<file path="config.mk">
export PLATFORM = sky130hd
export DESIGN_NAME = uart_tx_arbiter
export DESIGN_NICKNAME = d
export VERILOG_FILES = /design/src/rtl/uart_tx_arbiter.sv
export SDC_FILE = /design/constraint.sdc
export NUM_CORES = 1
export LEC_CHECK = 0
export ABC_AREA = 0
export CELL_PAD_IN_SITES_DETAIL_PLACEMENT = 1
export CELL_PAD_IN_SITES_GLOBAL_PLACEMENT = 2
export CORE_ASPECT_RATIO = 1.75
export CORE_MARGIN = 2
export CORE_UTILIZATION = 31
export DETAILED_ROUTE_END_ITERATION = 16
export GPL_ROUTABILITY_DRIVEN = 0
export PLACE_DENSITY_LB_ADDON = 0.2
export SLEW_MARGIN = 20
export SYNTH_ARGS = -nofsm -noshare
export SYNTH_HDL_FRONTEND = slang
export SYNTH_SLANG_ARGS = --single-unit
</file>
<file path="constraint.sdc">
create_clock -name clock -period 3.67 [get_ports clock]
set_input_delay 0.734 -clock clock [delete_from_list [all_inputs] [get_ports clock]]
set_output_delay 0.734 -clock clock [all_outputs]
set_load 0.02 [all_outputs]
</file>
<file path="src/rtl/uart_tx_arbiter.sv">
// Four-way round-robin arbiter that feeds bytes one frame at a time to a UART
// transmitter, spacing start pulses by a full frame plus a guard interval.
//
// state | meaning
// ------+------------------------------------------------------------------
// IDLE  | waiting for i_enable and a pending request; grant captures a byte
// ISSUE | one-cycle start pulse to the transmitter, frame timer cleared
// WAIT  | timing out one frame (also the post-reset holdoff)
module uart_tx_arbiter #(
   parameter int CLKS_PER_BIT = 5208,
   parameter int GUARD_CLKS   = 2
) (
   input  logic        clock,
   input  logic        i_reset_n,
   input  logic        i_enable,
   input  logic [3:0]  i_req,
   input  logic [31:0] i_data,
   output logic [3:0]  o_ack,
   output logic        o_data_avail,
   output logic [7:0]  o_data_byte,
   output logic        o_busy,
   output logic [1:0]  o_grant_id
);

   localparam int FRAME_CLKS = 10*CLKS_PER_BIT + GUARD_CLKS;
   localparam int CNT_W      = $clog2(FRAME_CLKS);
   localparam logic [CNT_W-1:0] CNT_LAST = CNT_W'(FRAME_CLKS-1);

   typedef enum logic [1:0] {
      S_IDLE  = 2'd0,
      S_ISSUE = 2'd1,
      S_WAIT  = 2'd2
   } state_t;

   state_t           state, state_nxt;
   logic [CNT_W-1:0] cnt, cnt_nxt;
   logic [3:0]       ack_nxt;
   logic             avail_nxt;
   logic [7:0]       byte_nxt;
   logic             busy_nxt;
   logic [1:0]       gid_nxt;
   logic             rr_found;
   logic [1:0]       rr_sel;
   logic             grant_go;

   // Search starts one past the last winner; offset 4 wraps back to the last winner itself.
   always_comb begin
      rr_found = 1'b0;
      rr_sel   = o_grant_id;
      for (int i = 1; i <= 4; i++) begin
         if (!rr_found && i_req[o_grant_id + 2'(i)]) begin
            rr_found = 1'b1;
            rr_sel   = o_grant_id + 2'(i);
         end
      end
   end

   assign grant_go = i_enable && rr_found;

   always_ff @(posedge clock or negedge i_reset_n) begin
      if (!i_reset_n) begin
         state <= S_WAIT;
      end else begin
         state <= state_nxt;
      end
   end

   always_comb begin
      state_nxt = state;
      case (state)
         S_IDLE:  if (grant_go) state_nxt = S_ISSUE;
         S_ISSUE: state_nxt = S_WAIT;
         S_WAIT:  if (cnt == CNT_LAST) state_nxt = S_IDLE;
         default: state_nxt = S_IDLE;
      endcase
   end

   always_comb begin
      ack_nxt   = '0;
      avail_nxt = 1'b0;
      byte_nxt  = o_data_byte;
      gid_nxt   = o_grant_id;
      cnt_nxt   = cnt;
      busy_nxt  = (state_nxt != S_IDLE);
      case (state)
         S_IDLE: begin
            if (grant_go) begin
               ack_nxt[rr_sel] = 1'b1;
               byte_nxt        = i_data[{rr_sel, 3'b000} +: 8];
               gid_nxt         = rr_sel;
            end
         end
         S_ISSUE: begin
            avail_nxt = 1'b1;
            cnt_nxt   = '0;
         end
         S_WAIT: begin
            // Hold at the terminal count so the timer never wraps.
            if (cnt != CNT_LAST) cnt_nxt = cnt + CNT_W'(1);
         end
         default: ;
      endcase
   end

   always_ff @(posedge clock or negedge i_reset_n) begin
      if (!i_reset_n) begin
         cnt          <= '0;
         o_ack        <= '0;
         o_data_avail <= 1'b0;
         o_data_byte  <= '0;
         o_busy       <= 1'b1;
         o_grant_id   <= 2'd3;
      end else begin
         cnt          <= cnt_nxt;
         o_ack        <= ack_nxt;
         o_data_avail <= avail_nxt;
         o_data_byte  <= byte_nxt;
         o_busy       <= busy_nxt;
         o_grant_id   <= gid_nxt;
      end
   end

endmodule

</file>
==> results_dict.tcl <==
set metrics [dict create \
    multiInputGateArea_um2 970 \
    yosysWarningCount 0 \
    min_from "cnt[6]$_DFFE_PN0P_" \
    finClkSkew_ns 0.00397 \
    hold_depth 1 \
    power_frac_comb_pct 47.0 \
    synthArstFlopShare_pct 100 \
    cts_tree "built" \
    slew_headroom_pct 44.6 \
    clk_path_buf_depth 2 \
    wl_per_cell_um 16.0 \
    clock.fmax_mhz 399 \
    antenna_found_initial 0 \
    period_minus_slack_ns 2.51 \
    tns_ns 0 \
    max_cap_violations 0 \
    crit_type "input port to flip-flop" \
    maxSlewViolCount 0 \
    rsz0062_at_grt "no" \
    netlist_top_cells_count "dfrtp_1, nand3_1, nand2_1" \
    final-setup-viol-count 0 \
    end_kind "flip-flop" \
    finalNetCount 286 \
    fin_cells 324 \
    cts.clk_slew.worst_paths_ns 0.07 \
    reg2reg_to "cnt[9]$_DFFE_PN0P_" \
    total_power_w 0.00161 \
    synth-seq-area-share_pct 44.6 \
    p_int_w 0.00101 \
    postCtsSetupRepairBufs 0 \
    initial_utilization_pct 32.3 \
    synthToLayoutAreaGrowth_pct 36.0 \
    yosysMostFrequentCell "dfrtp_1" \
    drive_above_1_share_pct 14.2 \
    netlist_area_mm2 0.00192 \
    arrival_ns 2.69 \
    drc_errors 0 \
    whs_ns 0.517 \
    regArea_um2 856 \
    crit_fanout 18 \
    outcome "finished, final reports clean" \
    grt_pass1_vias 1834 \
    design_area_mm2 0.00261 \
    dpl-instance-area_mm2 0.00252 \
    n_antenna_cell 0 \
    cts-htree-levels 2 \
    synth.area.top_cells "dfrtp_1, dfstp_2, mux2_2, nand3_1, a221o_1" \
    drt-total-wl_mm 5.18 \
    clock_latency_ns 0.29 \
    timing.rr.start "cnt[7]$_DFFE_PN0P_" \
    grt_use_total_pct 16.3 \
    cts_resized 0 \
    synth_flop_cell "dfrtp_1" \
    cts_buffers 5 \
    ys_types 45 \
    die_w_um 63.4 \
    port_buffers 54 \
    r2r_setup_slack_ns 1.21 \
    n_fill_cell 732 \
    synth_edf_count 0 \
    place_inst 316 \
    grt_max_degree 35 \
    dieArea_mm2 0.00685 \
    die_y_um 108 \
    ys_ff_latch 34 \
    synth_top_area_cell "dfrtp_1" \
    power_leakage_nw 1.06 \
    tightest_slew_ns 0.828 \
    grt_overflow 0 \
    pwr-share-clk_pct 17.8 \
    drtAntennaViolNets 0 \
    cts.sinks 34 \
    crit_required_ns 3.85 \
    min_to "cnt[6]$_DFFE_PN0P_" \
    holdBufCountCts 0 \
    hold_violations 0 \
    drtIter0Drc 57 \
    core_mm2 0.00593 \
    p_sw_w 0.000609 \
    drt_pass1_iterations 4 \
    seqPwrFrac_pct 35.2 \
    peakVddDrop_mv 0.254 \
    vias 1694 \
    worstHoldPathType "flip-flop to flip-flop" \
    synth_nets 231 \
    num_io_pins 55 \
    timing.final.crit_share_pct 68.4 \
    place_hpwl_mm 4.07 \
    p_sw_share_pct 37.7 \
    avgSynthCellArea_um2 10.1 \
    viasPerCell 5.23 \
    row_count 37 \
    syn_inst 190 \
    cp-start-kind "input port" \
    cts_root_buffer "clkbuf_8" \
    ff2ff_path_depth 5 \
    power_density_mw_per_mm2 619 \
    grt_pass1_wl_mm 8.63 \
    synth_top_area_share_pct 39.2 \
]
worst max path at each step:
stage / from / endpoint / slack, ns / cells past startpoint
after global routing: cnt[3]$_DFFE_PN0P_ / cnt[3]$_DFFE_PN0P_ / 0.97 / 5
after detailed placement: i_req[2] / o_data_byte[0]$_DFFE_PN0P_ / 0.86 / 7
final: i_req[3] / o_data_byte[3]$_DFFE_PN0P_ / 1.16 / 6
after floorplan: o_grant_id[1]$_DFFE_PN1P_ / o_data_byte[0]$_DFFE_PN0P_ / 1.44 / 6
after CTS: i_req[3] / o_data_byte[3]$_DFFE_PN0P_ / 1.17 / 6
after global placement: i_req[2] / o_data_byte[5]$_DFFE_PN0P_ / 0.91 / 7
worst max-delay path, stage by stage:
cell and delay (ns):
clkdlybuf4s50_1 0.55, nor3b_1 0.46, nor3_2 0.10, buf_4 0.23, mux2_2 0.29, a221o_1 0.32
layer usage:
metal  global-route usage, %  part of all wire (%)
met5                       0                     0
met4                    7.30                   2.6
met3                    2.71                   3.4
met2                    31.8                    58
met1                    16.4                    36
state kept, by name, summed over array words and instances (netlist names):
name / count
o_data_avail: 1
o_grant_id: 2
o_data_byte: 8
o_ack: 4
cnt: 16
state: 2
o_busy: 1
cells by family (layout without fill, tap and decap cells):
group	after synthesis	count (layout)	share of synthesized area, %
xor gates and xnor gates	2	2	0.914
AOI/OAI and AO/OA	41	41	16.6
muxes	16	16	8.88
buffers and inverters	16	72	4.76
DFF	34	34	44.6
adders and majority gates	2	2	1.31
and+or+nand+nor	79	79	22.8
stage by stage:
step	utilization, %	worst slack [ns]
floorplan	-	1.44
global route	44.0	0.967
global placement	42.5	0.914
finish	44.0	1.16
CTS	44.0	1.17
detailed placement	42.5	0.864
power groups by stage:
stage	sequential, W	clock, W	combinational [W]
floorplan	0.000631	0	0.000434
global placement	0.000576	0	0.000761
detailed placement	0.000574	0	0.000771
CTS	0.000570	0.000302	0.000772
global route	0.000584	0.000312	0.000838
finish	0.000568	0.000288	0.000758
final cells by class:
type / count / area share [%]
Multi-Input combinational cell: 140 / 37.2
Clock inverter: 1 / 0.192
Sequential cell: 34 / 32.8
Inverter: 6 / 0.864
Clock buffer: 7 / 3.31
Timing Repair Buffer: 58 / 21.9
Tap cell: 78 / 3.74
cells in the final DEF (no fill, tap or decap), drive strengths merged, types with 2 or more instances in the layout:
cell,count
a21o,2
a21oi,6
a221o,8
and2,4
and2b,2
buf,4
clkbuf,7
clkdlybuf4s50,54
dfrtp,30
dfstp,4
ha,2
inv,6
mux2,8
mux2i,8
nand2,15
nand2b,5
nand3,17
nand4,5
nand4b,2
nor2,11
nor2b,3
nor3,2
nor3b,2
nor4,2
o211ai,2
o21ai,9
o31ai,9
o41ai,2
or2,2
or3,2
or4,2
xnor2,2
No activity file was read; power rests on OpenSTA's default activity.
